<file path="src/rtl/cayde_alu_mdu.sv">
`default_nettype none
// ============================================================================
// Module      : cayde_alu_mdu
// Description : Execute unit. Decodes ALUop/funct7/funct3, computes single-
//               cycle RV32I/RV64I integer ops and iterative M-extension
//               multiply/divide behind valid/ready handshakes.
// Revision    : 1.0 - initial release
// ============================================================================
module cayde_alu_mdu #(
    parameter int XLEN  = 32,
    parameter bit M_EXT = 1'b1
) (
    input  logic            clk,
    input  logic            rst,
    input  logic            in_valid,
    output logic            in_ready,
    input  logic [1:0]      ALUop,
    input  logic [6:0]      funct7,
    input  logic [2:0]      funct3,
    input  logic [XLEN-1:0] a,
    input  logic [XLEN-1:0] b,
    output logic            out_valid,
    input  logic            out_ready,
    output logic [XLEN-1:0] result,
    output logic            out_illegal
);
    localparam int               c_SHW  = $clog2(XLEN);
    localparam logic [c_SHW-1:0] c_LAST = c_SHW'(XLEN - 1);
    localparam logic [XLEN-1:0]  c_MIN  = {1'b1, {(XLEN-1){1'b0}}};

    localparam logic [4:0] c_OP_ADD  = 5'd0,  c_OP_SUB    = 5'd1,  c_OP_SLL   = 5'd2;
    localparam logic [4:0] c_OP_SLT  = 5'd3,  c_OP_SLTU   = 5'd4,  c_OP_XOR   = 5'd5;
    localparam logic [4:0] c_OP_SRL  = 5'd6,  c_OP_SRA    = 5'd7,  c_OP_OR    = 5'd8;
    localparam logic [4:0] c_OP_AND  = 5'd9,  c_OP_MUL    = 5'd10, c_OP_MULH  = 5'd11;
    localparam logic [4:0] c_OP_MULHSU = 5'd12, c_OP_MULHU = 5'd13, c_OP_DIV  = 5'd14;
    localparam logic [4:0] c_OP_DIVU = 5'd15, c_OP_REM    = 5'd16, c_OP_REMU  = 5'd17;
    localparam logic [4:0] c_OP_ILL  = 5'd18;

    typedef enum logic [1:0] {
        S_IDLE = 2'd0,
        S_MUL  = 2'd1,
        S_DIV  = 2'd2,
        S_DONE = 2'd3
    } state_t;

    state_t                r_state, w_state_nx;
    logic [4:0]            w_op;
    logic [XLEN-1:0]       w_alu, w_a_mag, w_b_mag;
    logic [c_SHW-1:0]      w_shamt;
    logic                  w_is_mul, w_is_div, w_div_s, w_div_rem, w_mul_sa, w_mul_sb;
    logic                  w_bzero, w_ovf, w_div_fast, w_a_neg, w_b_neg;
    logic [c_SHW-1:0]      r_cnt;
    logic [XLEN-1:0]       r_result, r_mcand, r_quo, r_rem, r_dvsr;
    logic [2*XLEN-1:0]     r_prod;
    logic                  r_illegal, r_neg, r_rneg, r_sel;
    logic [XLEN:0]         w_sum, w_trial;
    logic [2*XLEN-1:0]     w_prod_nx, w_prod_s;
    logic [XLEN-1:0]       w_diff, w_rem_nx, w_quo_nx, w_mul_res, w_div_res;
    logic                  w_ge;

    // Decode ALUop/funct7/funct3 into an internal operation code
    always_comb begin
        w_op = c_OP_ILL;
        case (ALUop)
            2'b00: w_op = c_OP_ADD;
            2'b01: w_op = c_OP_SUB;
            2'b10: begin
                if (funct7 == 7'b0000000) begin
                    case (funct3)
                        3'd0:    w_op = c_OP_ADD;
                        3'd1:    w_op = c_OP_SLL;
                        3'd2:    w_op = c_OP_SLT;
                        3'd3:    w_op = c_OP_SLTU;
                        3'd4:    w_op = c_OP_XOR;
                        3'd5:    w_op = c_OP_SRL;
                        3'd6:    w_op = c_OP_OR;
                        default: w_op = c_OP_AND;
                    endcase
                end else if (funct7 == 7'b0100000) begin
                    if (funct3 == 3'd0)      w_op = c_OP_SUB;
                    else if (funct3 == 3'd5) w_op = c_OP_SRA;
                end else if (funct7 == 7'b0000001 && M_EXT) begin
                    case (funct3)
                        3'd0:    w_op = c_OP_MUL;
                        3'd1:    w_op = c_OP_MULH;
                        3'd2:    w_op = c_OP_MULHSU;
                        3'd3:    w_op = c_OP_MULHU;
                        3'd4:    w_op = c_OP_DIV;
                        3'd5:    w_op = c_OP_DIVU;
                        3'd6:    w_op = c_OP_REM;
                        default: w_op = c_OP_REMU;
                    endcase
                end
            end
            default: begin
                case (funct3)
                    3'd0:    w_op = c_OP_ADD;
                    3'd1:    w_op = (funct7 == 7'b0000000) ? c_OP_SLL : c_OP_ILL;
                    3'd2:    w_op = c_OP_SLT;
                    3'd3:    w_op = c_OP_SLTU;
                    3'd4:    w_op = c_OP_XOR;
                    3'd5:    w_op = (funct7 == 7'b0000000) ? c_OP_SRL :
                                    (funct7 == 7'b0100000) ? c_OP_SRA : c_OP_ILL;
                    3'd6:    w_op = c_OP_OR;
                    default: w_op = c_OP_AND;
                endcase
            end
        endcase
    end

    assign w_is_mul   = w_op inside {c_OP_MUL, c_OP_MULH, c_OP_MULHSU, c_OP_MULHU};
    assign w_is_div   = w_op inside {c_OP_DIV, c_OP_DIVU, c_OP_REM, c_OP_REMU};
    assign w_div_s    = w_op inside {c_OP_DIV, c_OP_REM};
    assign w_div_rem  = w_op inside {c_OP_REM, c_OP_REMU};
    assign w_mul_sa   = w_op inside {c_OP_MUL, c_OP_MULH, c_OP_MULHSU};
    assign w_mul_sb   = w_op inside {c_OP_MUL, c_OP_MULH};
    assign w_bzero    = (b == '0);
    assign w_ovf      = w_div_s && (a == c_MIN) && (b == '1);
    assign w_div_fast = w_is_div && (w_bzero || w_ovf);
    assign w_a_neg    = a[XLEN-1] & (w_is_mul ? w_mul_sa : w_div_s);
    assign w_b_neg    = b[XLEN-1] & (w_is_mul ? w_mul_sb : w_div_s);
    assign w_a_mag    = w_a_neg ? -a : a;
    assign w_b_mag    = w_b_neg ? -b : b;
    assign w_shamt    = b[c_SHW-1:0];

    // Single-cycle results, including the divide special cases and illegal (zero)
    always_comb begin
        w_alu = '0;
        case (w_op)
            c_OP_ADD:  w_alu = a + b;
            c_OP_SUB:  w_alu = a - b;
            c_OP_SLL:  w_alu = a << w_shamt;
            c_OP_SLT:  w_alu = {{(XLEN-1){1'b0}}, ($signed(a) < $signed(b))};
            c_OP_SLTU: w_alu = {{(XLEN-1){1'b0}}, (a < b)};
            c_OP_XOR:  w_alu = a ^ b;
            c_OP_SRL:  w_alu = a >> w_shamt;
            c_OP_SRA:  w_alu = $signed(a) >>> w_shamt;
            c_OP_OR:   w_alu = a | b;
            c_OP_AND:  w_alu = a & b;
            c_OP_DIV:  w_alu = w_bzero ? '1 : c_MIN;
            c_OP_DIVU: w_alu = '1;
            c_OP_REM:  w_alu = w_bzero ? a : '0;
            c_OP_REMU: w_alu = a;
            default:   w_alu = '0;
        endcase
    end

    // Shift-add multiply step; sign fix and half select applied on the final step
    assign w_sum     = {1'b0, r_prod[2*XLEN-1:XLEN]} + (r_prod[0] ? {1'b0, r_mcand} : '0);
    assign w_prod_nx = {w_sum, r_prod[XLEN-1:1]};
    assign w_prod_s  = r_neg ? -w_prod_nx : w_prod_nx;
    assign w_mul_res = r_sel ? w_prod_s[2*XLEN-1:XLEN] : w_prod_s[XLEN-1:0];

    // Restoring divide step; quotient sign from both operands, remainder from dividend
    assign w_trial   = {r_rem, r_quo[XLEN-1]};
    assign w_ge      = (w_trial >= {1'b0, r_dvsr});
    assign w_diff    = w_trial[XLEN-1:0] - r_dvsr;
    assign w_rem_nx  = w_ge ? w_diff : w_trial[XLEN-1:0];
    assign w_quo_nx  = {r_quo[XLEN-2:0], w_ge};
    assign w_div_res = r_sel ? (r_rneg ? -w_rem_nx : w_rem_nx)
                             : (r_neg  ? -w_quo_nx : w_quo_nx);

    // State register
    always_ff @(posedge clk) begin
        if (rst) r_state <= S_IDLE;
        else     r_state <= w_state_nx;
    end

    // Next-state: fast ops go straight to DONE, mul/div iterate XLEN steps
    always_comb begin
        w_state_nx = r_state;
        case (r_state)
            S_IDLE: begin
                if (in_valid) begin
                    if (w_is_mul)                     w_state_nx = S_MUL;
                    else if (w_is_div && !w_div_fast) w_state_nx = S_DIV;
                    else                              w_state_nx = S_DONE;
                end
            end
            S_MUL, S_DIV: if (r_cnt == c_LAST) w_state_nx = S_DONE;
            S_DONE:       if (out_ready) w_state_nx = S_IDLE;
            default:      w_state_nx = S_IDLE;
        endcase
    end

    // Operand latch, iteration datapath and result register
    always_ff @(posedge clk) begin
        if (rst) begin
            r_result  <= '0;
            r_illegal <= 1'b0;
            r_cnt     <= '0;
            r_prod    <= '0;
            r_mcand   <= '0;
            r_quo     <= '0;
            r_rem     <= '0;
            r_dvsr    <= '0;
            r_neg     <= 1'b0;
            r_rneg    <= 1'b0;
            r_sel     <= 1'b0;
        end else begin
            case (r_state)
                S_IDLE: begin
                    if (in_valid) begin
                        r_result  <= w_alu;
                        r_illegal <= (w_op == c_OP_ILL);
                        r_cnt     <= '0;
                        r_neg     <= w_a_neg ^ w_b_neg;
                        r_rneg    <= w_a_neg;
                        r_sel     <= w_is_mul ? (w_op != c_OP_MUL) : w_div_rem;
                        r_mcand   <= w_a_mag;
                        r_prod    <= {{XLEN{1'b0}}, w_b_mag};
                        r_quo     <= w_a_mag;
                        r_rem     <= '0;
                        r_dvsr    <= w_b_mag;
                    end
                end
                S_MUL: begin
                    r_prod <= w_prod_nx;
                    r_cnt  <= r_cnt + c_SHW'(1);
                    if (r_cnt == c_LAST) r_result <= w_mul_res;
                end
                S_DIV: begin
                    r_quo <= w_quo_nx;
                    r_rem <= w_rem_nx;
                    r_cnt <= r_cnt + c_SHW'(1);
                    if (r_cnt == c_LAST) r_result <= w_div_res;
                end
                default: ;
            endcase
        end
    end

    assign in_ready    = (r_state == S_IDLE);
    assign out_valid   = (r_state == S_DONE);
    assign result      = r_result;
    assign out_illegal = r_illegal;

endmodule
`default_nettype wire
</file>
<file path="config.mk">
export PLATFORM = sky130hd
export DESIGN_NAME = cayde_alu_mdu
export DESIGN_NICKNAME = d
export VERILOG_FILES = /design/src/rtl/cayde_alu_mdu.sv
export SDC_FILE = /design/constraint.sdc
export NUM_CORES = 2
export LEC_CHECK = 0
export CORE_MARGIN = 1
export CORE_UTILIZATION = 30
export CTS_CLUSTER_DIAMETER = 100
export CTS_CLUSTER_SIZE = 30
export DETAILED_ROUTE_END_ITERATION = 8
export HOLD_SLACK_MARGIN = 0.1
export PLACE_DENSITY = 0.48
export SLEW_MARGIN = 30
export SYNTH_ARGS = -nofsm -noshare
export SYNTH_HDL_FRONTEND = slang
export SYNTH_SLANG_ARGS = --single-unit
</file>
<file path="constraint.sdc">
create_clock -name clk -period 11.18 [get_ports clk]
set_input_delay 3.354 -clock clk [delete_from_list [all_inputs] [get_ports clk]]
set_output_delay 3.354 -clock clk [all_outputs]
set_load 0.1 [all_outputs]
</file>
# Word-level counts from Yosys, hierarchy flattened
# Index checks and enable logic that the tools add are counted.
classes:
  n_addsub: 10
  order_cmp: 3
  n_reduce_logical: 29
  bitwise_logic: 6
  eq_ne: 40
  shifts: 3
  n_mux: 45
op_table:
  columns: ["op", "n"]
  rows:
  - ["$mux W32", 14]
  - ["$pmux W32 S14", 1]
  - ["$mux W64", 2]
  - ["$neg A32 Y32", 4]
  - ["$pmux W32 S2", 2]
  - ["$pmux W64 S2", 1]
  - ["$pmux W32 S3", 1]
  - ["$pmux W5 S7", 2]
  - ["$eq A32 B32 Y1 const B", 2]
  - ["$lt A32 B32 Y1", 2]
  - ["$neg A64 Y64", 1]
  - ["$sub A32 B32 Y32", 2]
  - ["$mux W5", 9]
  - ["$eq A5 B4 Y1 const B", 8]
  - ["$add A32 B32 Y33", 1]
  - ["$ge A33 B32 Y1", 1]
  - ["$add A32 B32 Y32", 1]
  - ["$and A32 B32 Y32", 1]
  - ["$logic_not A32 Y1", 1]
  - ["$or A32 B32 Y32", 1]
  - ["$shl A32 B5 Y32", 1]
  - ["$shr A32 B5 Y32", 1]
  - ["$sshr A32 B5 Y32", 1]
  - ["$xor A32 B32 Y32", 1]
  - ["38 further kinds", 75]
word_totals:
  out_inout_bits: 35
  reg_bits: 235
  elab_cells: 148
  inputBits: 80

# Longest topological paths before layout
depth:
  depth_word: 18
  ltp_mapped: 25
  mapped_depth_nobuf: 21

# Worst setup path before layout
# Ideal clock, no wire load.
synth_path:
  kind: "input -> register"
  start: "in b[2]"
  end: "reg r_result[20] (netlist: result[20])"
  setup_ps: 120
  arrival_ps: 7460
  slack_ps: 3600
  n_path_buf: 4
  cell_stages: 18
  required_ps: 11060
  cell_sequence: "clkbuf_1 -> inv_1 -> buf_1 -> clkbuf_1 -> clkbuf_1 -> ha_1 -> a211o_1 -> a2111oi_0 -> o211ai_1 -> nand2_1 -> o21ai_0 -> or2_2 -> a221oi_1 -> o21ai_0 -> xnor2_1 -> nand2_1 -> a31oi_1 -> o31a_1"
synth_via:
  elab_chain_cells: 5
  elab_cells_between_ends: 11
  classes_between: "2 x add/sub; 3 x shift; 5 x mux; 1 x reduce/logical"
synth_lines:
  columns: ["item", "line_no", "text"]
  rows:
  - ["start: declaration", "21", "input logic [XLEN-1:0] b,"]
  - ["parallel branches: the longest is 2 deep, another holds $sub A32 B32 Y32", null, null]
  - ["$pmux W32 S14 (*)", "129", "case (w_op)"]
  - ["$mux W32 (*)", "203", "if (in_valid) begin"]
  - ["$pmux W32 S3 (*)", "201", "case (r_state)"]
  - ["end signal: assignment", "204", "r_result <= w_alu;"]
  - ["end signal: assignment", "220", "if (r_cnt == c_LAST) r_result <= w_mul_res;"]
  - ["end signal: assignment", "226", "if (r_cnt == c_LAST) r_result <= w_div_res;"]
  - ["end: declaration", "53", "logic [XLEN-1:0] r_result, r_mcand, r_quo, r_rem, r_dvsr;"]
# Every way passes the cells marked *. The select of a mux whose other input is x is not followed.
# A chain may end at the register's enable or synchronous reset.

# Final worst setup path
layout_path:
  start: "in a[0]"
  end: "reg r_result[18] (netlist: result[18])"
layout_via:
  elab_chain_cells: 4
  elab_cells_between_ends: 8
  classes_between: "2 x add/sub; 3 x shift; 3 x mux"
layout_lines:
  columns: ["item", "line_no", "text"]
  rows:
  - ["start: declaration", "20", "input logic [XLEN-1:0] a,"]
  - ["$sub A32 B32 Y32 (tied with other cells)", "131", "c_OP_SUB: w_alu = a - b;"]
  - ["$pmux W32 S14 (*)", "129", null]
  - ["$mux W32 (*)", "203", null]
  - ["$pmux W32 S3 (*)", "201", null]
# Every way passes the cells marked *; elsewhere a longest branch is shown, timed or not. The select of a mux whose other input is x is not followed.

==> flow_summary.ini <==
[synthesis]
ys_ff_latch = 235
syn_area_per_cell_um2 = 6.96
syn-num-nets = 4240
netlist_instances = 3982
synth_cell_types = 97
async_reset_ff_share_pct = 0
ys_warn_count = 0
ys_seq_area_share_pct = 17.0
syn_area_mm2 = 0.0277
synth_edf_count = 0
ys_dominant_reg_cell = dfxtp_1

[routing]
routedWlPerCell_um = 28.3
ant_nets = 0
drt_wl_total_um = 144000
drtIter0Drc = 3770
num_vias = 31300
vias_per_cell = 6.16
drtPass1Iterations = 6
drcViolationCount = 0

[place]
hpwl_um = 111000
numPortBuffers = 114
gp_congestion = 1.04

[finish]
area_growth_pct = 9.79
diodes = 0
multi_input_area_mm2 = 0.0214
fin_nets = 4147
ff_latch_area_mm2 = 0.00471
drive_above_1_share_pct = 5.75
nFillCells = 9968

[clock_network]
cts_root_buffer = clkbuf_16
cts_resized = 0
cts_hold_buf = 0
cts.clk_slew.worst_paths_ns = 0.12
htree_num_levels = 1
cts_tree = yes
numCtsBuffers = 15
clk_latency_ns = 0.58
cts_sinks = 235
post_cts_buffers = 0
clockBufferDepth = 3

[min_path]
holdCritPathClass = reg -> reg

[run]
maxCapViolations = 0

[sta]
fin_crit_ns = 7.99
max_freq_mhz = 125
slew_headroom_pct = 26.5
slew_viol_final = 0
fin_skew_ns = 0.0584
worst_pin_slew_ns = 1.09
setup_viol = 0
rsz0062_at_grt = false
fin_crit_sh_pct = 71.5
hold_viol_final = 0
fin_tns_setup_ns = 0

[floorplanning]
row_count = 111
pin_count = 115
die_y_um = 306
placeableCoreArea_mm2 = 0.0915
dieArea_mm2 = 0.0936
start_util_pct = 30.3
die_width_um = 306

[worst_setup_path]
cp_max_fo = 10
worstSetupStartpointType = primary input
r2r_slack_ns = 4.89
crit_path_end_kind = flop
worst_ep_arrival_time_ns = 8.44
critical_path_required_ns = 11.63
crit_type = in -> reg

[global_routing]
grt_pass1_vias = 28700
grt_pass1_wl_um = 205000
grt_max_degree = 82
antenna_found_initial = 3
grt-ovfl-total = 0
grt_usage_pct = 29.3

[run_status]
status = finished, final reports clean

[power]
total_power_mw = 5.23
p_leak_nw = 11.5
powerDensity_mw_per_mm2 = 172
ir_drop_v = 0.000118
cells by family (layout without fill, tap and decap cells):
group,Yosys count,count (layout),share of synthesized area (%)
AO/OA/AOI/OAI,1411,1411,33.3
AND/OR/NAND/NOR,1326,1326,22.1
buffers and inverters,468,384,6.41
flip-flops,235,235,17.0
XOR/XNOR,233,233,7.36
adder cells (fa/ha/maj),178,178,8.14
multiplexers,131,131,5.67
stage by stage:
stage	instances	cell area (um2)	utilization, %	worst slack (ns)	hold slack [ns]
2_1_floorplan	3982	27700	-	3.60	0.432
3_3_place_gp	5056	29800	32.6	2.64	0.443
3_5_place_dp	5057	29900	32.6	2.85	0.445
4_1_cts	5083	30400	33.2	3.43	0.461
5_1_grt	5084	30400	33.3	3.15	0.499
6_report	5084	30400	33.3	3.19	0.461
critical path: stages:
cell and delay, ns:
clkdlybuf4s50_1 0.76, ha_1 0.46, fa_1 0.41, a211o_1 0.32
a2111oi_1 0.82, o211ai_1 0.30, nand2_1 0.19, o21ai_0 0.25
a311oi_1 0.33, a21oi_1 0.08, xnor2_1 0.17, a221oi_1 0.56
o21ai_0 0.15, nor3_1 0.19, nor2_1 0.07
cells in the final DEF (no fill, tap or decap), drive strengths merged, types with 34 or more instances in the layout:
cell	n
clkdlybuf4s50	108
or4	34
nand4	47
inv	176
ha	174
nor3	66
a211oi	131
xor2	62
nand2	411
o211ai	68
a211o	49
o31ai	58
a221oi	34
a31oi	37
dfxtp	235
a22oi	51
nand3	50
nor2	478
buf	77
and2	54
a21o	47
mux2i	84
xnor2	171
a21oi	382
o21ai	301
synthesized netlist by cell type, types with 26 or more instances:
| master | count | area, um2 |
|---|---|---|
| nor4_1 | 28 | 175 |
| nand4_1 | 46 | 288 |
| a221oi_1 | 34 | 298 |
| a211oi_1 | 131 | 983 |
| xnor2_1 | 171 | 1500 |
| o211ai_1 | 68 | 510 |
| o41ai_1 | 28 | 245 |
| a22oi_1 | 51 | 383 |
| o21a_1 | 26 | 195 |
| or3_1 | 33 | 206 |
| o31ai_1 | 57 | 428 |
| or4_1 | 32 | 240 |
| xor2_1 | 62 | 543 |
| a31oi_1 | 37 | 231 |
| a211o_1 | 49 | 429 |
| nand2b_1 | 31 | 194 |
| o21ai_0 | 295 | 1480 |
| a21oi_1 | 382 | 1910 |
| dfxtp_1 | 235 | 4700 |
| and2_1 | 52 | 325 |
| ha_1 | 174 | 2180 |
| mux2i_1 | 84 | 841 |
| nor2_1 | 478 | 1790 |
| nand2_1 | 410 | 1540 |
| a21o_1 | 47 | 353 |
| o22ai_1 | 28 | 175 |
| nand3_1 | 49 | 245 |
| nor3_1 | 65 | 325 |
| inv_1 | 168 | 631 |
| mux2_2 | 28 | 315 |
| clkbuf_1 | 255 | 957 |
| buf_1 | 28 | 105 |
final timing paths:
check / from / end / cells after the start
hold reg to reg: r_mcand[0] / r_mcand[0] / 2
hold / removal: r_mcand[0] / r_mcand[0] / 2
setup reg to reg: r_dvsr[16] / result[16] / 19
setup / recovery: a[0] / result[18] / 15
registers in the layout (all words and copies together) (netlist names):
| name | cells |
|---|---|
| r_prod | 64 |
| r_dvsr | 32 |
| r_mcand | 32 |
| r_quo | 32 |
| r_rem | 32 |
| result | 32 |
| r_cnt | 5 |
| r_state | 2 |
| out_illegal | 1 |
| r_neg | 1 |
| r_rneg | 1 |
| r_sel | 1 |
routing by layer:
layer / GRT usage [%] / vias to the layer above / share of wire (%)
met2: 45.1 / 1537 / 43
li1: - / 14400 / -
met1: 39.5 / 15100 / 43
met3: 4.73 / 291 / 8.5
met5: 0 / - / 0.017
met4: 14.9 / 4 / 5.6
layout make-up:
| class | count | area share, % |
|---|---|---|
| multi-input combinational | 3279 | 70.2 |
| sequential | 235 | 15.5 |
| clock inverter | 10 | 0.526 |
| inverter | 173 | 2.13 |
| timing repair buffer | 185 | 5.52 |
| clock buffer | 16 | 1.25 |
| tap | 1186 | 4.88 |
where the power goes:
part           switching [mW]  leakage, nW  internal, mW
clock network           0.410        0.257         0.279
logic                    2.25         9.27         0.947
registers               0.310         1.93          1.03
(Power assumes the default switching activity.)
